$ cat src/rtl/fifo_ctrl_fsm_pkg.sv
// Shared definitions for the FIFO control stage.
//   DEPTH / AW / CW : FIFO size, pointer width, occupancy width
//   fifo_state_e    : control state codes driven to the address calculator
package fifo_ctrl_fsm_pkg;

    localparam int DEPTH = 8;
    localparam int AW    = $clog2(DEPTH);
    localparam int CW    = $clog2(DEPTH + 1);

    localparam logic [CW-1:0] CNT_FULL  = CW'(DEPTH);
    localparam logic [CW-1:0] CNT_EMPTY = '0;

    typedef enum logic [2:0] {
        ST_IDLE     = 3'b000,
        ST_WRITE    = 3'b001,
        ST_READ     = 3'b010,
        ST_WR_ERROR = 3'b011,
        ST_RD_ERROR = 3'b100
    } fifo_state_e;

endpackage

$ cat src/rtl/fifo_ctrl_fsm_ns.sv
// Next-state function of the FIFO control stage (purely combinational).
//   wr_en, rd_en     : user requests
//   next_data_count  : post-commit occupancy from the address calculator
//   ns               : requested next state
// Simultaneous or absent requests fall back to IDLE without an error.
module fifo_ns
    import fifo_ctrl_fsm_pkg::*;
(
    input  logic          wr_en,
    input  logic          rd_en,
    input  logic [CW-1:0] next_data_count,
    output fifo_state_e   ns
);

    always_comb begin
        ns = ST_IDLE;
        if (wr_en && !rd_en) begin
            ns = (next_data_count == CNT_FULL) ? ST_WR_ERROR : ST_WRITE;
        end else if (rd_en && !wr_en) begin
            ns = (next_data_count == CNT_EMPTY) ? ST_RD_ERROR : ST_READ;
        end
    end

endmodule

$ cat src/rtl/fifo_ctrl_fsm.sv
// Registered control stage of the 8-entry FIFO.
//   clk, reset_n         : clock, synchronous active-low reset
//   wr_en, rd_en         : user requests
//   clr_err              : clears sticky overflow/underflow flags
//   next_head/tail/count : values from the address calculator, loaded every edge
//   state, head, tail,
//   data_count           : registers fed back to the address calculator
//   full, empty          : occupancy decode
//   wr_ack/wr_err,
//   rd_ack/rd_err        : per-cycle handshake decode of the state register
//   ovf_sticky/unf_sticky: latched error history
// Every output is a decode of registers only, so there is no input-to-output path.
module fifo_ctrl_fsm
    import fifo_ctrl_fsm_pkg::*;
(
    input  logic          clk,
    input  logic          reset_n,
    input  logic          wr_en,
    input  logic          rd_en,
    input  logic          clr_err,
    input  logic [AW-1:0] next_head,
    input  logic [AW-1:0] next_tail,
    input  logic [CW-1:0] next_data_count,
    output logic [2:0]    state,
    output logic [AW-1:0] head,
    output logic [AW-1:0] tail,
    output logic [CW-1:0] data_count,
    output logic          full,
    output logic          empty,
    output logic          wr_ack,
    output logic          wr_err,
    output logic          rd_ack,
    output logic          rd_err,
    output logic          ovf_sticky,
    output logic          unf_sticky
);

    fifo_state_e   state_q, state_d, ns;
    logic [AW-1:0] head_q, head_d;
    logic [AW-1:0] tail_q, tail_d;
    logic [CW-1:0] cnt_q, cnt_d;
    logic          ovf_q, ovf_d;
    logic          unf_q, unf_d;
    logic          legal;

    fifo_ns u_ns (
        .wr_en           (wr_en),
        .rd_en           (rd_en),
        .next_data_count (next_data_count),
        .ns              (ns)
    );

    always_comb begin
        legal = 1'b0;
        case (state_q)
            ST_IDLE, ST_WRITE, ST_READ, ST_WR_ERROR, ST_RD_ERROR: legal = 1'b1;
            default:                                              legal = 1'b0;
        endcase
    end

    // An illegal state code recovers to IDLE and freezes the pointers so a
    // corrupted state cannot also corrupt the occupancy bookkeeping.
    always_comb begin
        state_d = ns;
        head_d  = next_head;
        tail_d  = next_tail;
        cnt_d   = next_data_count;
        if (!legal) begin
            state_d = ST_IDLE;
            head_d  = head_q;
            tail_d  = tail_q;
            cnt_d   = cnt_q;
        end
    end

    // Set has priority over clear.
    always_comb begin
        ovf_d = (state_q == ST_WR_ERROR) || (ovf_q && !clr_err);
        unf_d = (state_q == ST_RD_ERROR) || (unf_q && !clr_err);
    end

    always_ff @(posedge clk) begin
        if (!reset_n) begin
            state_q <= ST_IDLE;
            head_q  <= '0;
            tail_q  <= '0;
            cnt_q   <= '0;
            ovf_q   <= 1'b0;
            unf_q   <= 1'b0;
        end else begin
            state_q <= state_d;
            head_q  <= head_d;
            tail_q  <= tail_d;
            cnt_q   <= cnt_d;
            ovf_q   <= ovf_d;
            unf_q   <= unf_d;
        end
    end

    assign state      = state_q;
    assign head       = head_q;
    assign tail       = tail_q;
    assign data_count = cnt_q;
    assign full       = (cnt_q == CNT_FULL);
    assign empty      = (cnt_q == CNT_EMPTY);
    assign wr_ack     = (state_q == ST_WRITE);
    assign wr_err     = (state_q == ST_WR_ERROR);
    assign rd_ack     = (state_q == ST_READ);
    assign rd_err     = (state_q == ST_RD_ERROR);
    assign ovf_sticky = ovf_q;
    assign unf_sticky = unf_q;

endmodule
$ cat config.mk
export PLATFORM = sky130hd
export DESIGN_NAME = fifo_ctrl_fsm
export DESIGN_NICKNAME = d
export VERILOG_FILES = /design/src/rtl/fifo_ctrl_fsm_pkg.sv /design/src/rtl/fifo_ctrl_fsm_ns.sv /design/src/rtl/fifo_ctrl_fsm.sv
export SDC_FILE = /design/constraint.sdc
export NUM_CORES = 1
export LEC_CHECK = 0
export CAP_MARGIN = 30
export CORE_MARGIN = 5
export CORE_UTILIZATION = 37
export DETAILED_ROUTE_END_ITERATION = 7
export PLACE_DENSITY = 0.85
export SYNTH_ARGS = -nofsm -noshare
export SYNTH_HDL_FRONTEND = slang
export SYNTH_HIERARCHICAL = 1
export SYNTH_SLANG_ARGS = --single-unit
$ cat constraint.sdc
create_clock -name clk -period 1.14 [get_ports clk]
set_input_delay 0.285 -clock clk [delete_from_list [all_inputs] [get_ports clk]]
set_output_delay 0.285 -clock clk [all_outputs]
set_load 0.05 [all_outputs]
Word-level counts from Yosys, hierarchy flattened
Index checks and enable logic that the tools add are counted.
{ "classes": {"eq_ne": 6, "n_mux": 5, "n_reduce_logical": 14} }
{ "op_table": {"columns": ["operator", "n"], "rows": [
  ["$mux 3", 3],
  ["$eq 4x4->1 const B", 2],
  ["$logic_not 4->1", 2],
  ["$eq 3x2->1 const B", 2],
  ["$reduce_or 5->1", 1],
  ["$logic_and 1x1->1", 4],
  ["$eq 3x1->1 const B", 1],
  ["$eq 3x3->1 const B", 1],
  ["$logic_not 1->1", 3],
  ["$logic_not 3->1", 1],
  ["$logic_or 1x1->1", 2],
  ["$mux 2", 1],
  ["$reduce_and 2->1", 1],
  ["$mux 1", 1]
]} }
{ "totals": {"regBits": 15, "in_bits": 15, "out_inout_bits": 21, "word_cells": 31} }

Longest topological paths before layout
Gate-level depths: netlist (run 1).
{ "logic_depth": {"ltp_word": 4, "depth_mapped": 4, "mapped_depth_nobuf": 3} }

Hierarchy
Netlist (run 1), hierarchy kept.
{ "modules_own_cells": {"columns": ["mod", "n_inst", "cells_per_inst", "area_each_um2", "seq_area_each_um2"], "rows": [
  ["fifo_ctrl_fsm", 1, 64, 608.1, 300.3],
  ["fifo_ns", 1, 7, 53.8, 0.0]
]} }

Worst setup path after synthesis (run 1)
No wires, ideal clock.
{ "synth_timing": {"path_type": "reg-to-output", "from": "reg cnt_q[3] (netlist: data_count[3])", "to": "out full", "arrival_time_ps": 2316, "t_required_ps": 855, "path_slack_ps": -1461, "stages_incl_launch_ff": 2, "path_buffers": 0, "path_cell_list": "dfxtp_1 nor4b_1"} }
{ "synth_via": {"elab_chain_cells": 1} }
{ "synth_lines": {"columns": ["item", "line_no", "text"], "rows": [
  ["from (decl)", "fifo_ctrl_fsm.sv:41", "logic [CW-1:0] cnt_q, cnt_d;"],
  ["from (signal assigned)", "fifo_ctrl_fsm.sv:94", "cnt_q <= cnt_d;"],
  ["$eq 4x4->1", "fifo_ctrl_fsm.sv:104", "assign full = (cnt_q == CNT_FULL);"],
  ["to (decl)", "fifo_ctrl_fsm.sv:28", "output logic full,"]
]} }
No other way between the ends.

Worst setup path after layout (run 1)
{ "layout_timing": {"from": "reg cnt_q[1] (netlist: data_count[1])", "to": "out full"} }
The elaborated chain is that of the path after synthesis.

==> results.md, run 1 <==
* Worst EP required at 0.85 ns
* Port Buffers at 35
* Cells along the critical path: nor4b_4, buf_12
* Layout area overhead at 128%
* DRC viols at 0
* Vias in the first global route at 706
* Violated checks: setup timing
* First-pass GRT wire length at 3650 um
* Fillcell total at 68
* Hold-fix buffers at CTS at 0
* HPWL after DPL at 1750 um
* Wirelength per Cell at 18.0 um
* H-Tree Depth at 1
* P_leak at 0.595 nW
* Hold Crit Class: input pin to flip-flop
* VDD IR max at 769 uV
* Post-synthesis cell area at 662 um2
* Setup-failing EPs final at 14
* DR iter-0 viols at 9
* P_sw at 0.000396 W
* Crit. End Element: output pin
* Via count at 716
* Seq cells post-synth at 15
* HP Start: next_data_count[1]
* Vias per cell at 4.90
* Hold path endpoint: data_count[1]
* Worst-margin pin slew at 0.310 ns
* Seq. cell area at 334 um2
* Minimum clock period at 1.44 ns
* Commonest non-fill, non-tap cell in the layout: buf_12
* Hold path cells at 3
* Core ar. at 1710 um2
* WL final at 2630 um
* Largest stage delay, worst path at 0.38 ns
* FF-to-FF path depth at 3
* Synth Area per Inst at 9.32 um2
* Skew-Pair Late Insertion Delay at 0.27 ns
* DRT antenna net count at 0
* Combinational Power Share at 0.320
* Row count at 15
* R2r startpoint: state[1]
* Maximum clock insertion buffer count at 2
* Dpl cells at 134
* Synthesized instance count at 71
* Area of the multi-input gates at 417 um2
* Sw frac at 0.309
* Slew HR at 0.791
* Flop pwr share at 0.451
* Post-Syn Nets at 86
* Overall die area at 2730 um2
* Fin crit share at 1.27
* Critical Path Slowest Stage Cell: dfxtp_4
* Commonest non-fill, non-tap cells in the layout: buf_12, nand2_1, clkdlybuf4s50_1
* Antenna violations before repair at 0
* Clock share of power at 0.229
* Die width at 52.3 um
* Final Hold Fails at 0
* I/O pins at 36
* Placer congestion estimate at 0.741
* Largest net degree at the start of global routing at 14
* Final Net Count at 136
* Max-slew violation count at 0
* PwrDens at 850 nW/um2
* Worst setup margin at -0.303 ns
* DP Area at 1380 um2
* GRT Total Usage at 0.188
* Overall die height at 52.3 um
* # clock sinks at 15
* RSZ-0062 raised after global routing: true
* Root Buffer Master: clkbuf_4
* Max_cap viols at 0
* CTS Buf Count at 3
* RR Endpoint: data_count[0]
* Post-synthesis sequential area ratio at 0.454
* GRT overflow at 0
* FF-to-FF setup slack at 0.02 ns
* Fin Setup TNS at -2.03 ns
* Number of distinct library cells after synthesis at 18
* DRT Pass-1 Iters at 4
* Highest Clock Rate at 0.693 GHz
* TritonCTS clock tree: done
* Design Area, Final at 1510 um2
* Internal Power at 0.000887 W
* Initial Util at 0.388
* Final core utilization at 0.884
* Non-filler cells, final at 146
* Arr. time, crit path at 1.16 ns
* Status: finished with violations
* Critical path class: flip-flop to output pin
* Yosys warns at 6
* Clock-pin slew on the worst setup and hold paths at 0.09 ns
* Final Skew at 0.000855 ns
* Share of cells above drive strength 1 at 0.533
* Setup crit start kind: flip-flop
* Crit Path Max Fanout at 3
==> Yosys cell counts <==
master     n  area, um2
o21a_1     3       22.5
nor2b_1    3       18.8
nand2_1   20       75.1
mux2i_1   10        100
nand2b_1   1       6.26
and3b_2    1       10.0
o21ai_0    1       5.00
dfxtp_1   15        300
nor4_1     2       12.5
nor4b_1    1       8.76
buf_2      3       15.0
nor3b_1    3       22.5
o22ai_1    1       6.26
buf_6      1       11.3
or3_4      1       11.3
nand3b_1   1       7.51
and3_1     3       18.8
nor3_2     1       10.0
==> power by group through the flow <==
stage                logic, W  clock network, W  registers, W
floorplan           0.0000916                 0      0.000658
global placement     0.000374                 0      0.000589
detailed placement   0.000384                 0      0.000592
CTS                  0.000397          0.000303      0.000577
global route         0.000428          0.000340      0.000583
finish               0.000410          0.000294      0.000579
==> stage by stage <==
step	hold slack, ns	setup WS, ns	total power, W
final	0.452	-0.303	0.00128
after global routing	0.434	-0.364	0.00135
after global placement	0.482	-0.351	0.000964
after floorplan	0.413	-0.229	0.000749
after CTS	0.424	-0.304	0.00128
after detailed placement	0.492	-0.407	0.000976
==> worst max-delay path by stage <==
stage                            start       end  slack, ns  cells after the start
floorplan                data_count[2]      full      -0.23                      1
global placement    next_data_count[1]  state[1]      -0.35                      4
detailed placement  next_data_count[1]  state[2]      -0.41                      4
CTS                      data_count[2]      full      -0.30                      2
global route                  state[2]    rd_err      -0.36                      2
finish                   data_count[1]      full      -0.30                      2
==> per-layer routing <==
metal  vias up  share of wire  wire (um)  global-route usage
li1        348              -          -                   -
met1       341           0.36        947               0.186
met2        19           0.60       1570               0.397
met3         8          0.022         58              0.0256
met4         0          0.019         51              0.0383
met5         -              0          0                   0
==> cells by family after synthesis <==
family | after synthesis | share of synthesized area
AOI/OAI and AO/OA | 5 | 0.0510
buffers and inverters | 4 | 0.0397
DFF | 15 | 0.454
muxes | 10 | 0.151
and+or+nand+nor | 37 | 0.304
==> registers in the layout, summed over array words and instances, names as in the netlist <==
| signal | cells |
|---|---|
| unf_sticky | 1 |
| tail | 3 |
| head | 3 |
| data_count | 4 |
| state | 3 |
| ovf_sticky | 1 |
==> area by class of cell <==
type	count	area share
Timing Repair Buffer	49	0.462
Clock buffer	3	0.0149
Sequential cell	15	0.221
Clock inverter	1	0.00332
Antenna cell	1	0.00166
Multi-Input combinational cell	52	0.276
Tap cell	25	0.0207
==> critical path: cells and delay by family, from the launching register on <==
kind / cells / cell delay [ns]
buf+inv: 1 / 0.18
simple gates: 1 / 0.33
flops: 1 / 0.38
==> what timing repair did <==
| item | 4_1_cts | 5_1_grt |
|---|---|---|
| setup endpoints to repair | 13 | 23 |
| pin swaps | 4 | 2 |
| gates resized for setup | 8 | 15 |
| setup buffers | 5 | 5 |
No activity file was read; power rests on OpenSTA's default activity.
==> run 2, diff against run 1 <==
--- a/config.mk
+++ b/config.mk
@@ -10,6 +10,8 @@
 export CORE_UTILIZATION = 37
 export DETAILED_ROUTE_END_ITERATION = 7
 export PLACE_DENSITY = 0.85
+export SKIP_CTS_REPAIR_TIMING = 1
+export SKIP_LAST_GASP = 1
 export SYNTH_ARGS = -nofsm -noshare
 export SYNTH_HDL_FRONTEND = slang
 export SYNTH_HIERARCHICAL = 1
==> run 2 against run 1 <==
Against the previous run:
- the flow still finishes with violations (setup timing)
- setup slack worse by 0.0031 ns
- power rose by 0.27%
- first-iteration DRC count rose by 22%
- routed wire length is 13% lower
- flip-flop and latch count did not move
- critical endpoint unchanged
- largest cell class unchanged
- highest routed layer unchanged
==> results.md, run 2 (synthesis results as in run 1) <==
* Slew HR at 0.747
* Commonest non-fill, non-tap cell in the layout: buf_12
* PwrDens at 873 nW/um2
* I/O pins at 36
* Highest Clock Rate at 0.692 GHz
* Worst-margin pin slew at 0.376 ns
* R2r startpoint: state[1]
* Critical path class: flip-flop to output pin
* Wirelength per Cell at 16.1 um
* VDD IR max at 829 uV
* Arr. time, crit path at 1.16 ns
* Core ar. at 1710 um2
* Commonest non-fill, non-tap cells in the layout: buf_12, nand2_1, clkdlybuf4s50_1
* DRT antenna net count at 0
* DRT Pass-1 Iters at 4
* Antenna violations before repair at 0
* Area of the multi-input gates at 403 um2
* Setup crit start kind: flip-flop
* Row count at 15
* Max-slew violation count at 0
* Crit Path Max Fanout at 3
* Largest net degree at the start of global routing at 14
* Crit path launch: data_count[1]
* Skew-Pair Late Insertion Delay at 0.28 ns
* Placer congestion estimate at 0.741
* Final Hold Fails at 0
* Max_cap viols at 0
* Fin Setup TNS at -2.07 ns
* Root Buffer Master: clkbuf_4
* Fin crit share at 1.27
* FF-to-FF setup slack at 0.05 ns
* First-pass GRT wire length at 3190 um
* P_leak at 0.595 nW
* Worst setup margin at -0.306 ns
* DR iter-0 viols at 11
* Dpl cells at 134
* Vias per cell at 4.95
* Final Net Count at 133
* Status: finished with violations
* WL final at 2290 um
* Die width at 52.3 um
* HP Start: next_data_count[1]
* Layout area overhead at 122%
* Crit. End Element: output pin
* Via count at 703
* Violated checks: setup timing
* Overall die area at 2730 um2
* Setup-failing EPs final at 13
* CTS Buf Count at 3
* HPWL after DPL at 1750 um
* Hold Crit Class: input pin to flip-flop
* Non-filler cells, final at 142
* Clock-pin slew on the worst setup and hold paths at 0.09 ns
* Fillcell total at 78
* Max reg flops at 4
* Maximum clock insertion buffer count at 2
* Final Skew at 0.00419 ns
* RSZ-0062 raised after global routing: true
* GRT Total Usage at 0.161
* Design Area, Final at 1470 um2
* Vias in the first global route at 679
* Share of cells above drive strength 1 at 0.487
* Initial Util at 0.388
* DRC viols at 0
* Worst EP required at 0.85 ns
* Seq. cell area at 333 um2
* H-Tree Depth at 1
* Minimum clock period at 1.45 ns
* # diodes at 0
* TritonCTS clock tree: done
* Port Buffers at 35
* GRT overflow at 0
* # clock sinks at 15
* Overall die height at 52.3 um
* DP Area at 1380 um2
run 2: stage by stage:
stage,hold slack [ns],setup WS [ns],util,power (W)
2_1_floorplan,0.413,-0.229,-,0.000749
3_3_place_gp,0.482,-0.351,0.808,0.000964
3_5_place_dp,0.492,-0.407,0.808,0.000976
4_1_cts,0.505,-0.308,0.824,0.00127
5_1_grt,0.328,-0.360,0.862,0.00135
6_report,0.333,-0.306,0.862,0.00129
run 2: path summary, 6_finish.rpt:
kind,cells past startpoint,to
min reg2reg,2,head[2]
min,3,data_count[1]
max,2,full
max reg2reg,3,data_count[0]
run 2: worst max-delay path: stages, from the launching register on:
cell and delay [ns]:
dfxtp_4 0.38, nor4b_4 0.33, buf_12 0.18
run 2: layout make-up:
class,instances,share of cell area
Multi-Input combinational cell,52,0.274
Clock buffer,3,0.0153
Tap cell,25,0.0212
Clock inverter,1,0.00340
Sequential cell,15,0.226
Timing Repair Buffer,46,0.460
run 2: report_power, final:
part,leakage (nW),total (W),internal [W],switching [W]
clock,0.0177,0.000308,0.000130,0.000178
sequential,0.130,0.000579,0.000541,0.0000383
combinational,0.447,0.000399,0.000213,0.000186
total,0.595,0.00129,0.000883,0.000403
run 2: layer usage:
layer	wire length, um	global-route usage	part of all wire	up-vias
li1	-	-	-	340
met1	797	0.152	0.35	334
met2	1390	0.341	0.61	21
met3	58	0.0256	0.025	8
met4	43	0.0468	0.019	0
met5	0	0	0	-
